--- config.mk ---
export PLATFORM = sky130hd
export DESIGN_NAME = pipelined_alu
export DESIGN_NICKNAME = d
export VERILOG_FILES = /design/src/rtl/pipelined_alu.sv
export SDC_FILE = /design/constraint.sdc
export NUM_CORES = 1
export LEC_CHECK = 0
export BUFFER_PORTS_ARGS = -buffer_cell sky130_fd_sc_hd__buf_4
export CORE_UTILIZATION = 55
export CTS_CLUSTER_DIAMETER = 200
export CTS_CLUSTER_SIZE = 30
export DETAILED_ROUTE_END_ITERATION = 10
export PLACE_DENSITY = 0.84
export SLEW_MARGIN = 20
export SYNTH_ARGS = -nofsm -noshare
export SYNTH_HDL_FRONTEND = slang
export SYNTH_SLANG_ARGS = --single-unit
--- constraint.sdc ---
create_clock -name clk -period 3 [get_ports clk]
set_clock_uncertainty 0.2 [all_clocks]
set_input_delay 0.45 -clock clk [delete_from_list [all_inputs] [get_ports clk]]
set_output_delay 0.45 -clock clk [all_outputs]
set_load 0.02 [all_outputs]
--- src/rtl/pipelined_alu.sv ---
// Handshaked WIDTH-bit ALU with a registered result and error flag.
// SHR (variable right shift) and MUL (shift-add multiply) take several cycles.
module pipelined_alu #(
  parameter int WIDTH   = 8,
  parameter int SHAMT_W = $clog2(WIDTH)
) (
  input  logic             clk,
  input  logic             rst_n,
  input  logic             in_valid,
  output logic             in_ready,
  input  logic [3:0]       opcode,
  input  logic [WIDTH-1:0] a,
  input  logic [WIDTH-1:0] b,
  input  logic             cin,
  output logic             out_valid,
  input  logic             out_ready,
  output logic [WIDTH-1:0] result,
  output logic             cout,
  output logic             ovf,
  output logic             zero,
  output logic             err
);

  localparam int CNT_W = $clog2(WIDTH + 1);

  typedef enum logic [1:0] {IDLE, BUSY, DONE} state_t;

  state_t state, state_next;

  logic [CNT_W-1:0]   count;
  logic               is_mul;
  logic [WIDTH-1:0]   work;
  logic [2*WIDTH-1:0] mcand;
  logic [2*WIDTH-1:0] acc;

  logic [WIDTH-1:0]   b_op;
  logic               carry_in;
  logic [WIDTH:0]     sum_ext;
  logic               msb_carry_in;
  logic [SHAMT_W-1:0] shamt;

  logic [WIDTH-1:0]   single_res;
  logic               single_cout;
  logic               single_ovf;
  logic               single_err;
  logic               go_busy;
  logic [CNT_W-1:0]   busy_count;

  logic [WIDTH-1:0]   work_shift;
  logic [2*WIDTH-1:0] acc_step;
  logic               last_step;

  assign in_ready  = (state == IDLE);
  assign out_valid = (state == DONE);
  assign shamt     = b[SHAMT_W-1:0];

  // Single-cycle datapath; SUB reuses the adder as a + ~b + 1.
  always_comb begin
    b_op        = b;
    carry_in    = 1'b0;
    single_res  = '0;
    single_cout = 1'b0;
    single_ovf  = 1'b0;
    single_err  = 1'b0;
    go_busy     = 1'b0;
    busy_count  = '0;
    if (opcode == 4'b0001) carry_in = cin;
    if (opcode == 4'b0011) begin
      b_op     = ~b;
      carry_in = 1'b1;
    end
    sum_ext      = {1'b0, a} + {1'b0, b_op} + {{WIDTH{1'b0}}, carry_in};
    msb_carry_in = a[WIDTH-1] ^ b_op[WIDTH-1] ^ sum_ext[WIDTH-1];
    case (opcode)
      4'b0001, 4'b0010, 4'b0011: begin
        single_res  = sum_ext[WIDTH-1:0];
        single_cout = sum_ext[WIDTH];
        single_ovf  = msb_carry_in ^ sum_ext[WIDTH];
      end
      4'b0100: single_res = a & b;
      4'b0101: single_res = ~(a | b);
      4'b0110: single_res = ~(a ^ b);
      4'b0111: single_res = ~a;
      4'b1000: begin
        single_res  = {1'b0, a[WIDTH-1:1]};
        single_cout = a[0];
      end
      4'b1001: begin
        if (shamt == '0) begin
          single_res = a;
        end else begin
          go_busy    = 1'b1;
          busy_count = CNT_W'(shamt);
        end
      end
      4'b1010: begin
        go_busy    = 1'b1;
        busy_count = CNT_W'(WIDTH);
      end
      default: single_err = 1'b1;
    endcase
  end

  // One BUSY step: work is the shift register for SHR and the multiplier for MUL.
  always_comb begin
    work_shift = work >> 1;
    acc_step   = acc + (work[0] ? mcand : '0);
    last_step  = (count == CNT_W'(1));
  end

  always_comb begin
    state_next = state;
    case (state)
      IDLE: if (in_valid) state_next = go_busy ? BUSY : DONE;
      BUSY: if (last_step) state_next = DONE;
      DONE: if (out_ready) state_next = IDLE;
      default: state_next = IDLE;
    endcase
  end

  always_ff @(posedge clk or negedge rst_n) begin
    if (!rst_n) state <= IDLE;
    else        state <= state_next;
  end

  always_ff @(posedge clk or negedge rst_n) begin
    if (!rst_n) begin
      result <= '0;
      cout   <= 1'b0;
      ovf    <= 1'b0;
      zero   <= 1'b0;
      err    <= 1'b0;
      count  <= '0;
      is_mul <= 1'b0;
      work   <= '0;
      mcand  <= '0;
      acc    <= '0;
    end else begin
      case (state)
        IDLE: begin
          if (in_valid) begin
            if (go_busy) begin
              count  <= busy_count;
              is_mul <= (opcode == 4'b1010);
              work   <= (opcode == 4'b1010) ? b : a;
              mcand  <= {{WIDTH{1'b0}}, a};
              acc    <= '0;
            end else begin
              result <= single_res;
              cout   <= single_cout;
              ovf    <= single_ovf;
              err    <= single_err;
              zero   <= (single_res == '0);
            end
          end
        end
        BUSY: begin
          count <= count - CNT_W'(1);
          work  <= work_shift;
          if (is_mul) begin
            mcand <= mcand << 1;
            acc   <= acc_step;
          end else begin
            cout <= work[0];
          end
          if (last_step) begin
            ovf <= 1'b0;
            err <= 1'b0;
            if (is_mul) begin
              result <= acc_step[WIDTH-1:0];
              cout   <= |acc_step[2*WIDTH-1:WIDTH];
              zero   <= (acc_step[WIDTH-1:0] == '0);
            end else begin
              result <= work_shift;
              zero   <= (work_shift == '0);
            end
          end
        end
        default: ;
      endcase
    end
  end

endmodule

==> out/summary.txt <==
run status: finished with violations
failing checks: negative hold slack
first-pass GRT wire length: 21,700 microns
post-DP HPWL: 10,210 microns
setup violators final: 0
most frequent cells after synthesis: 61 x nor2_1, 59 x dfrtp_1, 45 x nand2_1
Peak supply drop: 0.0002603 V
detailed-route vias per instance: 6.273
CP arrival: 3.06 ns
Hold Vio Cnt, Final: 40
sequential area share after synthesis: 0.3081
Synth Net Count: 641
Yosys cell types: 59
Area contributors post-synth: dfrtp_1 31%, ha_1 10%, nor2_1 4.8%, a21oi_1 4.4%, o21ai_0 3.9%
Initial DRC Count: 383
final instance area: 0.005888 sq mm
routed via count: 4,736
Cell Area, Synth: 0.004792 sq mm
CTS tree: yes
final WL: 13,840 microns
count leader, synth: nor2_1
wire length per cell: 18.33 microns
Fmax: 334.2 MHz
fin. max-slew vios: 0
layout cells sized above 1: 0.2215
Final min period: 2.992 ns
total CTS buffers: 9
# port buffers: 38
critical path class: input port to flop
row count: 33
crit-path cells: buf_8 > nor2_4 > and3_4 > xnor2_4 > fa_2 > a21o_1 > a21o_1 > a2111o_1 > nand4_1 > a31oi_2 > or4_1 > o21ai_1
Post-synth EDFFs: 0
largest net degree at the start of global routing: 60
Area after DPL: 0.005498 sq mm
ANT cells: 0
CP max FO: 3
asr flop ratio synth: 1.000
clk root buf: clkbuf_8
crit path max-delay cell type: or4_1
CP Capture Type: flop
DIE AREA: 0.009090 sq mm
hold slack: -0.03446 ns
Crit path largest cell delay: 0.52 ns
DRC: 0
top cell type's share of synthesized area: 0.3081
PwrDens: 596.6 mW/mm^2
CTS clk-pin slew, worst paths: 0.06 ns
RSZ-0062 raised after global routing: true
P&R area growth vs syn: 22.87%
Total Nets Final: 715
die width: 95.34 microns
drt pass-1 iters: 5
grt ovf: 0
Tot Pwr: 0.003513 W
area leader, netlist: dfrtp_1
Primary FF master, synth: dfrtp_1
synthesized flop and latch total: 59
core area: 0.008341 sq mm
fillers: 619
Placer Congestion: 1.004
Req. time, crit path: 3.06 ns
Max transition margin: 0.4996
final antenna-violating net count: 0
CP bufs+invs: 1
antenna violations before repair: 0
synth warn: 0
period utilisation layout: 0.9974
H-tree depth: 3
max_cap viols: 0
Worst Tran Pin Value: 0.7505 ns
min-delay worst type: input port to asynchronous set/reset pin
P_leak: 2.779 nW
family with the most delay on the worst path: compound AO/OA/AOI/OAI gates
CP startpoint kind: input port
Mapped Avg Cell Area: 8.363 sq um
Total GRT Usage: 0.3121
Cells after Synth: 573
dominant cell type by count on the critical path: a21o_1
Worst-Skew Late Latency: 0.34 ns
IO Count: 39
clock buffer depth: 2
Die Ht: 95.34 microns
via count of the first global-routing pass: 4,510
clock sinks: 59
Initial Util: 0.5746
cell type report:
type / instances / area [sq um] / share of cell area
clock inverters: 3 / 15.01 / 0.002550
flip-flops and latches: 59 / 1476 / 0.2507
repair buffers: 95 / 728.2 / 0.1237
multi-input cells: 459 / 3299 / 0.5603
clock buffers: 11 / 151.4 / 0.02571
well taps: 105 / 131.4 / 0.02231
inverters: 23 / 86.33 / 0.01466
metal layers:
metal	GRT usage	part of all wire	vias to the layer above
li1	-	-	2235
met1	0.3923	0.42	2270
met2	0.5220	0.49	189
met3	0.04386	0.054	42
met4	0.1553	0.036	0
met5	0	0	-
cells by family (layout without fill, tap and decap cells):
kind of cell | count (synthesis) | count (layout) | synth area share
compound gates | 177 | 177 | 0.2444
xor+xnor | 26 | 26 | 0.04752
fa+ha+maj | 43 | 43 | 0.1170
buf+inv | 55 | 132 | 0.04517
flops | 59 | 59 | 0.3081
mux | 17 | 17 | 0.03629
simple gates | 196 | 196 | 0.2016
state kept, by name, summed over array words and instances (netlist names):
signal / cells
count: 4
is_mul: 1
cout: 1
ovf: 1
acc: 16
state: 2
mcand: 16
err: 1
zero: 1
result: 8
work: 8
stage by stage:
stage | hold slack [ns] | TNS [ns] | util | worst slack [ns] | instances
CTS | 0.004809 | 0 | 0.6814 | 0.001391 | 749
finish | -0.03446 | 0 | 0.7060 | 0.007914 | 755
floorplan | -0.04559 | -1.138 | - | -0.3505 | 573
detailed placement | 0.2767 | -2.141 | 0.6592 | -0.3736 | 734
global route | 0.03000 | -0.2359 | 0.7060 | -0.1204 | 755
global placement | 0.2624 | -1.224 | 0.6592 | -0.2806 | 734
cell usage in the layout (no fill, tap or decap), types with 3 or more instances in the layout:
cell type and n:
buf_4 92, nor2_1 59, dfrtp_1 59, nand2_1 45, a21oi_1 40, o21ai_0 35, ha_1 34, inv_1 23
and2_1 19, a22o_1 18, nor3_1 15, mux2i_1 14, a21o_1 12, xnor2_1 11, clkbuf_8 11, xor2_1 10
a211oi_1 9, nand3_1 9, a31oi_1 8, nand2b_1 7, and3_1 6, nand4_1 6, nor2b_1 6, o21ai_1 6
a221o_1 6, o211ai_1 5, o31ai_1 5, nor3b_1 4, o22ai_1 4, ha_4 4, mux2_2 3, a221oi_1 3
fa_2 3, clkinv_2 3
power by group:
part           internal, W  switching (W)  total [W]
logic             0.000721       0.000912    0.00163
registers          0.00103       0.000214    0.00124
clock network     0.000331       0.000305   0.000635
worst paths after layout:
check                           cells after the start                   end  slack [ns]           startpoint
worst min-delay path                                1    acc[3]$_DFFE_PN0P_       -0.03                rst_n
worst max-delay path                               12      zero$_DFFE_PN0P_       0.008            opcode[2]
worst max register to register                     11      cout$_DFFE_PN0P_       0.008  work[0]$_DFFE_PN0P_
min in group clk                                    2  state[1]$_DFFE_PN0P_        0.10            out_ready
max in group asynchronous                           1   acc[12]$_DFFE_PN0P_        2.13                rst_n
worst min register to register                      1    acc[7]$_DFFE_PN0P_        0.29   acc[7]$_DFFE_PN0P_
what timing repair did:
action                     4_1_cts  5_1_grt
resized for setup                4       28
setup endpoints to repair        3        6
setup buffers                    1        6
hold buffers                     0        0
pin swaps                        3       18
cloned                           0        0
(Power assumes the default switching activity.)
